===== config.mk =====
export PLATFORM = sky130hd
export DESIGN_NAME = ex_stage_pipe_flat
export DESIGN_NICKNAME = d
export VERILOG_FILES = /design/src/rtl/ex_stage_pipe_if.sv /design/src/rtl/ex_stage_pipe.sv /design/src/flat_wrapper.sv
export SDC_FILE = /design/constraint.sdc
export NUM_CORES = 2
export LEC_CHECK = 0
export ABC_AREA = 1
export ABC_CLOCK_PERIOD_IN_PS = 8900
export BUFFER_PORTS_ARGS = -buffer_cell sky130_fd_sc_hd__buf_2
export CAP_MARGIN = 10
export CELL_PAD_IN_SITES_DETAIL_PLACEMENT = 1
export CELL_PAD_IN_SITES_GLOBAL_PLACEMENT = 1
export CORE_ASPECT_RATIO = 1.5
export CORE_MARGIN = 3
export CORE_UTILIZATION = 46
export DETAILED_ROUTE_END_ITERATION = 6
export PLACE_DENSITY = 0.95
export REMOVE_ABC_BUFFERS = 1
export SYNTH_ARGS = -nofsm -noshare
export SYNTH_HDL_FRONTEND = slang
export SYNTH_SLANG_ARGS = --single-unit

===== constraint.sdc =====
create_clock -name clk -period 8.9 [get_ports clk]
set_clock_uncertainty 0.1 [all_clocks]
set_input_delay 1.78 -clock clk [delete_from_list [all_inputs] [get_ports clk]]
set_output_delay 1.78 -clock clk [all_outputs]
set_load 0.1 [all_outputs]

===== src/rtl/ex_stage_pipe_if.sv =====
// ex_stage_pipe_if: handshake, operand and carried-field bundle between ID/EX and EX/MEM.
interface ex_stage_pipe_if #(
    parameter int WIDTH   = 32,
    parameter int INSTR_W = 32
);
    logic               in_valid, in_ready, flush, stall;
    logic [3:0]         ALUOP;
    logic [WIDTH-1:0]   operand1, operand2, regOut2In;
    logic [INSTR_W-1:0] instructionIn;
    logic               regdstIn, WBDataIn, branchIn, regWriteIn, dataMemWriteIn;
    logic               out_valid, zero, overflow, busy;
    logic [WIDTH-1:0]   out, regOut2;
    logic [INSTR_W-1:0] instructionMEMREAD;
    logic               regdst, WBData, branch, regWrite, dataMemWrite;

    modport master (
        output in_valid, flush, stall, ALUOP, operand1, operand2, regOut2In, instructionIn,
               regdstIn, WBDataIn, branchIn, regWriteIn, dataMemWriteIn,
        input  in_ready, out_valid, zero, overflow, busy, out, regOut2, instructionMEMREAD,
               regdst, WBData, branch, regWrite, dataMemWrite
    );
    modport slave (
        input  in_valid, flush, stall, ALUOP, operand1, operand2, regOut2In, instructionIn,
               regdstIn, WBDataIn, branchIn, regWriteIn, dataMemWriteIn,
        output in_ready, out_valid, zero, overflow, busy, out, regOut2, instructionMEMREAD,
               regdst, WBData, branch, regWrite, dataMemWrite
    );
endinterface


===== src/rtl/ex_stage_pipe.sv =====
// ex_stage_pipe: execute stage with single-cycle ALU, iterative unsigned multiply and EX/MEM register.
module ex_stage_pipe #(
    parameter int WIDTH   = 32,
    parameter int INSTR_W = 32,
    parameter int SH_W    = $clog2(WIDTH)
) (
    input logic          clk,
    input logic          reset,
    ex_stage_pipe_if.slave bus
);
    typedef enum logic [1:0] {IDLE, MUL, DONE} state_t;
    state_t             state, state_nx;
    logic [SH_W-1:0]    cnt;
    logic [2*WIDTH-1:0] acc;
    logic [WIDTH-1:0]   a, b, ma, mb, m_reg2, res, mul_res, ld_out, ld_reg2;
    logic [INSTR_W-1:0] m_instr, ld_instr;
    logic [4:0]         m_ctrl, ld_ctrl;
    logic               m_hi, free, accept, is_mul, ovf, load_mul, load_single, ld;

    assign a           = bus.operand1;
    assign b           = bus.operand2;
    assign is_mul      = bus.ALUOP == 4'd10 || bus.ALUOP == 4'd11;
    assign free        = !bus.out_valid || !bus.stall;
    assign bus.in_ready = state == IDLE && free && !bus.flush;
    assign accept      = bus.in_valid && bus.in_ready;
    assign load_single = accept && !is_mul;
    assign load_mul    = state == DONE && free;
    assign ld          = load_single || load_mul;
    assign bus.busy    = state != IDLE;
    assign mul_res     = m_hi ? acc[2*WIDTH-1:WIDTH] : acc[WIDTH-1:0];

    always_comb begin
        res = '0;
        ovf = 1'b0;
        case (bus.ALUOP)
            4'd0: res = a & b;
            4'd1: res = a | b;
            4'd2: begin
                res = a + b;
                ovf = a[WIDTH-1] == b[WIDTH-1] && res[WIDTH-1] != a[WIDTH-1];
            end
            4'd3: res = a ^ b;
            4'd4: res = a << b[SH_W-1:0];
            4'd5: res = a >> b[SH_W-1:0];
            4'd6: begin
                res = a - b;
                ovf = a[WIDTH-1] != b[WIDTH-1] && res[WIDTH-1] != a[WIDTH-1];
            end
            4'd7: res = {{(WIDTH-1){1'b0}}, $signed(a) < $signed(b)};
            4'd8: res = $signed(a) >>> b[SH_W-1:0];
            4'd9: res = ~(a | b);
            default: res = '0;
        endcase
    end

    always_comb begin
        ld_out   = load_single ? res : mul_res;
        ld_reg2  = load_single ? bus.regOut2In : m_reg2;
        ld_instr = load_single ? bus.instructionIn : m_instr;
        ld_ctrl  = load_single ? {bus.regdstIn, bus.WBDataIn, bus.branchIn, bus.regWriteIn, bus.dataMemWriteIn} : m_ctrl;
        state_nx = bus.flush ? IDLE :
                   state == IDLE ? (accept && is_mul ? MUL : IDLE) :
                   state == MUL ? (cnt == SH_W'(WIDTH-1) ? DONE : MUL) :
                   (free ? IDLE : DONE);
    end

    always_ff @(posedge clk)
        state <= reset ? IDLE : state_nx;

    // Shift-add: bit cnt of the multiplier adds the multiplicand shifted into place.
    always_ff @(posedge clk) begin
        if (reset) begin
            cnt     <= '0;
            acc     <= '0;
            ma      <= '0;
            mb      <= '0;
            m_hi    <= 1'b0;
            m_reg2  <= '0;
            m_instr <= '0;
            m_ctrl  <= '0;
        end else if (accept && is_mul) begin
            cnt     <= '0;
            acc     <= '0;
            ma      <= a;
            mb      <= b;
            m_hi    <= bus.ALUOP[0];
            m_reg2  <= bus.regOut2In;
            m_instr <= bus.instructionIn;
            m_ctrl  <= {bus.regdstIn, bus.WBDataIn, bus.branchIn, bus.regWriteIn, bus.dataMemWriteIn};
        end else if (state == MUL) begin
            acc <= acc + (mb[cnt] ? {{WIDTH{1'b0}}, ma} << cnt : '0);
            cnt <= cnt + SH_W'(1);
        end
    end

    always_ff @(posedge clk) begin
        if (reset) begin
            bus.out_valid          <= 1'b0;
            bus.out                <= '0;
            bus.zero               <= 1'b0;
            bus.overflow           <= 1'b0;
            bus.regOut2            <= '0;
            bus.instructionMEMREAD <= '0;
            {bus.regdst, bus.WBData, bus.branch, bus.regWrite, bus.dataMemWrite} <= '0;
        end else if (bus.flush) begin
            bus.out_valid <= 1'b0;
            {bus.branch, bus.regWrite, bus.dataMemWrite} <= '0;
        end else if (free) begin
            bus.out_valid <= ld;
            if (ld) begin
                bus.out                <= ld_out;
                bus.zero               <= ld_out == '0;
                bus.overflow           <= load_single && ovf;
                bus.regOut2            <= ld_reg2;
                bus.instructionMEMREAD <= ld_instr;
                {bus.regdst, bus.WBData, bus.branch, bus.regWrite, bus.dataMemWrite} <= ld_ctrl;
            end else begin
                {bus.branch, bus.regWrite, bus.dataMemWrite} <= '0;
            end
        end
    end
endmodule


===== src/flat_wrapper.sv =====
// flat-port wrapper written by rule: the top's interface ports become plain ports
module ex_stage_pipe_flat 
#(
    parameter int WIDTH   = 32,
    parameter int INSTR_W = 32,
    parameter int SH_W    = $clog2(WIDTH)
)
  (clk, reset, bus_in_valid, bus_flush, bus_stall, bus_ALUOP, bus_operand1, bus_operand2, bus_regOut2In, bus_instructionIn, bus_regdstIn, bus_WBDataIn, bus_branchIn, bus_regWriteIn, bus_dataMemWriteIn, bus_in_ready, bus_out_valid, bus_zero, bus_overflow, bus_busy, bus_out, bus_regOut2, bus_instructionMEMREAD, bus_regdst, bus_WBData, bus_branch, bus_regWrite, bus_dataMemWrite);
  ex_stage_pipe_if #(.WIDTH(WIDTH), .INSTR_W(INSTR_W)) bus_i ();
  input logic clk;
  input logic reset;
  input wire logic [$bits(bus_i.in_valid)-1:0] bus_in_valid;
  input wire logic [$bits(bus_i.flush)-1:0] bus_flush;
  input wire logic [$bits(bus_i.stall)-1:0] bus_stall;
  input wire logic [$bits(bus_i.ALUOP)-1:0] bus_ALUOP;
  input wire logic [$bits(bus_i.operand1)-1:0] bus_operand1;
  input wire logic [$bits(bus_i.operand2)-1:0] bus_operand2;
  input wire logic [$bits(bus_i.regOut2In)-1:0] bus_regOut2In;
  input wire logic [$bits(bus_i.instructionIn)-1:0] bus_instructionIn;
  input wire logic [$bits(bus_i.regdstIn)-1:0] bus_regdstIn;
  input wire logic [$bits(bus_i.WBDataIn)-1:0] bus_WBDataIn;
  input wire logic [$bits(bus_i.branchIn)-1:0] bus_branchIn;
  input wire logic [$bits(bus_i.regWriteIn)-1:0] bus_regWriteIn;
  input wire logic [$bits(bus_i.dataMemWriteIn)-1:0] bus_dataMemWriteIn;
  output wire logic [$bits(bus_i.in_ready)-1:0] bus_in_ready;
  output wire logic [$bits(bus_i.out_valid)-1:0] bus_out_valid;
  output wire logic [$bits(bus_i.zero)-1:0] bus_zero;
  output wire logic [$bits(bus_i.overflow)-1:0] bus_overflow;
  output wire logic [$bits(bus_i.busy)-1:0] bus_busy;
  output wire logic [$bits(bus_i.out)-1:0] bus_out;
  output wire logic [$bits(bus_i.regOut2)-1:0] bus_regOut2;
  output wire logic [$bits(bus_i.instructionMEMREAD)-1:0] bus_instructionMEMREAD;
  output wire logic [$bits(bus_i.regdst)-1:0] bus_regdst;
  output wire logic [$bits(bus_i.WBData)-1:0] bus_WBData;
  output wire logic [$bits(bus_i.branch)-1:0] bus_branch;
  output wire logic [$bits(bus_i.regWrite)-1:0] bus_regWrite;
  output wire logic [$bits(bus_i.dataMemWrite)-1:0] bus_dataMemWrite;
  assign bus_i.in_valid = bus_in_valid;
  assign bus_i.flush = bus_flush;
  assign bus_i.stall = bus_stall;
  assign bus_i.ALUOP = bus_ALUOP;
  assign bus_i.operand1 = bus_operand1;
  assign bus_i.operand2 = bus_operand2;
  assign bus_i.regOut2In = bus_regOut2In;
  assign bus_i.instructionIn = bus_instructionIn;
  assign bus_i.regdstIn = bus_regdstIn;
  assign bus_i.WBDataIn = bus_WBDataIn;
  assign bus_i.branchIn = bus_branchIn;
  assign bus_i.regWriteIn = bus_regWriteIn;
  assign bus_i.dataMemWriteIn = bus_dataMemWriteIn;
  assign bus_in_ready = bus_i.in_ready;
  assign bus_out_valid = bus_i.out_valid;
  assign bus_zero = bus_i.zero;
  assign bus_overflow = bus_i.overflow;
  assign bus_busy = bus_i.busy;
  assign bus_out = bus_i.out;
  assign bus_regOut2 = bus_i.regOut2;
  assign bus_instructionMEMREAD = bus_i.instructionMEMREAD;
  assign bus_regdst = bus_i.regdst;
  assign bus_WBData = bus_i.WBData;
  assign bus_branch = bus_i.branch;
  assign bus_regWrite = bus_i.regWrite;
  assign bus_dataMemWrite = bus_i.dataMemWrite;
  ex_stage_pipe #(.WIDTH(WIDTH), .INSTR_W(INSTR_W), .SH_W(SH_W)) u_core (.clk(clk), .reset(reset), .bus(bus_i));
endmodule

==> results.json <==
{
  "path_delay_family": "compound AO/OA/AOI/OAI gates",
  "cts_hold_buf": 0,
  "routedWlPerCell_um": 28.1,
  "ys_seq_area_share_pct": 21.1,
  "finalNonFillerCells": 6095,
  "drt-pass1-iter-count": 6,
  "mostFrequentLayoutCell": "nand2_1",
  "ioPinCount": 248,
  "die_w_um": 212,
  "clockRootBuffer": "clkbuf_16",
  "fp.coreArea_um2": 62800,
  "synth_flop_cell": "dfxtp_1",
  "relSlewSlack_pct": 8.26,
  "gp_congestion": 1.12,
  "rsz0062_at_grt": "no",
  "portBuffers": 247,
  "holdPathStages": 2,
  "setup_violations": 0,
  "tritoncts": "built",
  "die_height_um": 316,
  "ys_ff_latch": 309,
  "path_class": "reg2reg",
  "syn_inst": 5201,
  "slew_viol_final": 0,
  "power.density_nw_per_um2": 135,
  "final_cell_mix": "nand2_1, nor2_1, inv_1",
  "grt_overflow_total": 0,
  "worst_path_max_delay_cell": "a221oi_2",
  "period_needed_ns": 6.76,
  "grt_pass1_vias": 40000,
  "post-cts-setup-buffers": 0,
  "drc_errors": 0,
  "via_count": 39100,
  "clk_latency_ns": 0.60,
  "outcome": "finished, final reports clean",
  "arrival_ns": 7.13,
  "antenna_left": 0,
  "vias_per_cell": 6.41,
  "max_stage_delay_ns": 0.83,
  "syn_area_per_cell_um2": 5.65,
  "path_clk_slew_ns": 0.07,
  "crit_path_end_kind": "flip-flop",
  "rr_startpoint": "u_core.cnt[1]",
  "dr.first_iter.drc_count": 4281,
  "synth-edff-count": 0,
  "num_rows": 112,
  "min_to": "u_core.bus.regOut2[25]",
  "grt_max_degree": 136,
  "design.die.area_um2": 67000,
  "tns_ns": 0,
  "antenna_found_initial": 18,
  "post-route-period-util_pct": 75.9,
  "start_util_pct": 46.8,
  "post_cts_resized": 0,
  "cts_sinks": 309,
  "cts_htree_levels": 2,
  "max-cap-violations": 0,
  "critPathMaxFanout": 45,
  "fin_area_um2": 32000,
  "fin_nets": 5565,
  "rr_worst_depth": 26,
  "yosysWarnings": 0,
  "worst_pin_slew_ns": 1.37,
  "critical_path_buf_inv_count": 6,
  "worst_ep_required_time_ns": 9.27,
  "hold_viol_final": 0,
  "cts-buffers-inserted": 35,
  "power.total_w": 0.00432,
  "r2r-end": "u_core.acc[60]",
  "fin_util_pct": 51.0,
  "synth_area_um2": 29400,
  "dpl_cell_area_um2": 30700,
  "grt_usage_pct": 49.3,
  "start_kind": "flip-flop",
  "grt_pass1_wl_um": 248000,
  "placed_cells": 6015,
  "hold_path.class": "reg2reg",
  "routed_wl_um": 171000,
  "r2r_setup_slack_ns": 2.14,
  "min-delay-start": "u_core.m_reg2[25]",
  "area_growth_pct": 8.92,
  "synth.distinct_cells": 60,
  "max_freq_ghz": 0.148,
  "ir_drop_mv": 0.231,
  "clk_path_buf_depth": 3,
  "leakage_nw": 16.6,
  "hpwl_um": 125000,
  "async_reset_ff_share_pct": 0,
  "drive_above_1_share_pct": 8.16
}
==> cell usage after synthesis (24+ instances only) <==
cell type / count / area [um^2]
a21oi_1: 280 / 1400
a31oi_1: 101 / 632
buf_2: 84 / 420
clkbuf_1: 144 / 541
dfxtp_1: 309 / 6190
ha_1: 165 / 2060
inv_1: 615 / 2310
nand2_1: 1373 / 5150
nand3_1: 579 / 2900
nand4_1: 43 / 269
nor2_1: 646 / 2420
nor3_1: 48 / 240
o211ai_1: 31 / 233
o21ai_0: 480 / 2400
xnor2_1: 24 / 210
xor2_1: 26 / 228
==> worst reg2reg max path, stage by stage, from the launching register on <==
cell and delay (ns):
dfxtp_1 0.32, buf_4 0.39, inv_1 0.11, buf_4 0.27, o21ai_0 0.16, o22ai_1 0.17, a22o_1 0.24, a221oi_2 0.83
nor2_1 0.30, nor2_1 0.26, inv_1 0.44, o21ai_0 0.26, inv_1 0.08, ha_1 0.35, a21oi_1 0.23, nor2_1 0.06
nor2_1 0.17, o21ai_0 0.24, a31oi_1 0.31, nand3_1 0.37, a21o_1 0.34, nand2_1 0.13, nand3_1 0.09, nand2_1 0.08
nand3_1 0.10, o211ai_1 0.17, inv_1 0.10
==> state kept, by name, indices dropped and copies added, names as in the netlist, 2 cells and up <==
name and flops:
u_core.cnt 5, u_core.m_ctrl 5, u_core.state 2, u_core.acc 64, u_core.bus.regOut2 32, u_core.m_instr 32, u_core.bus.instructionMEMREAD 32, u_core.mb 32
u_core.m_reg2 32, u_core.ma 32, u_core.bus.out 32
==> area by class of cell <==
| class | count | area, um^2 |
|---|---|---|
| clock buffer | 48 | 1030 |
| timing repair buffer | 287 | 1540 |
| sequential | 309 | 6190 |
| antenna | 15 | 37.5 |
| multi-input combinational | 3986 | 19600 |
| clock inverter | 16 | 223 |
| fill | 9192 | 30800 |
| inverter | 636 | 2390 |
| tap | 798 | 998 |
==> metal layers <==
layer / GRT usage, % / vias to the layer above / share of wire (%)
li1: - / 17000 / -
met1: 47.8 / 18600 / 33
met2: 81.7 / 2359 / 46
met3: 13.5 / 1130 / 8.1
met4: 50.8 / 8 / 13
met5: 0 / - / 0.031
==> worst max-delay path by stage <==
stage	depth (start not counted)	from	slack (ns)	endpoint
6_report	26	u_core.cnt[1]	2.14	u_core.acc[60]
3_5_place_dp	20	bus_operand2[3]	2.80	u_core.bus.zero
4_1_cts	26	u_core.cnt[1]	2.61	u_core.acc[60]
3_3_place_gp	22	bus_operand2[3]	2.90	u_core.bus.zero
2_1_floorplan	8	bus_stall	-3.92	u_core.m_ctrl[0]
5_1_grt	25	u_core.cnt[1]	1.82	u_core.acc[60]
==> kinds of logic (layout without fill, tap and decap cells) <==
logic type | count (synthesis) | count (layout) | synth area share, %
AOI/OAI and AO/OA | 994 | 994 | 18.5
other | 0 | 15 | 0
muxes | 4 | 4 | 0.136
and+or+nand+nor | 2770 | 2770 | 39.3
adders and majority gates | 168 | 168 | 7.23
DFF | 309 | 309 | 21.1
xor gates and xnor gates | 50 | 50 | 1.49
buffers and inverters | 906 | 987 | 12.3
==> power by group <==
group          internal, W  total [W]  switching [W]
Sequential         0.00142    0.00145      0.0000325
Clock             0.000920    0.00164       0.000723
Combinational     0.000260    0.00122       0.000962
==> per-stage QoR <==
stage	hold slack, ns	setup slack (ns)
after detailed placement	0.363	2.80
after global placement	0.352	2.90
final	0.381	2.14
after CTS	0.387	2.61
after global routing	0.397	1.82
after floorplan	0.358	-3.92
Power figures use the tool's default switching activity.
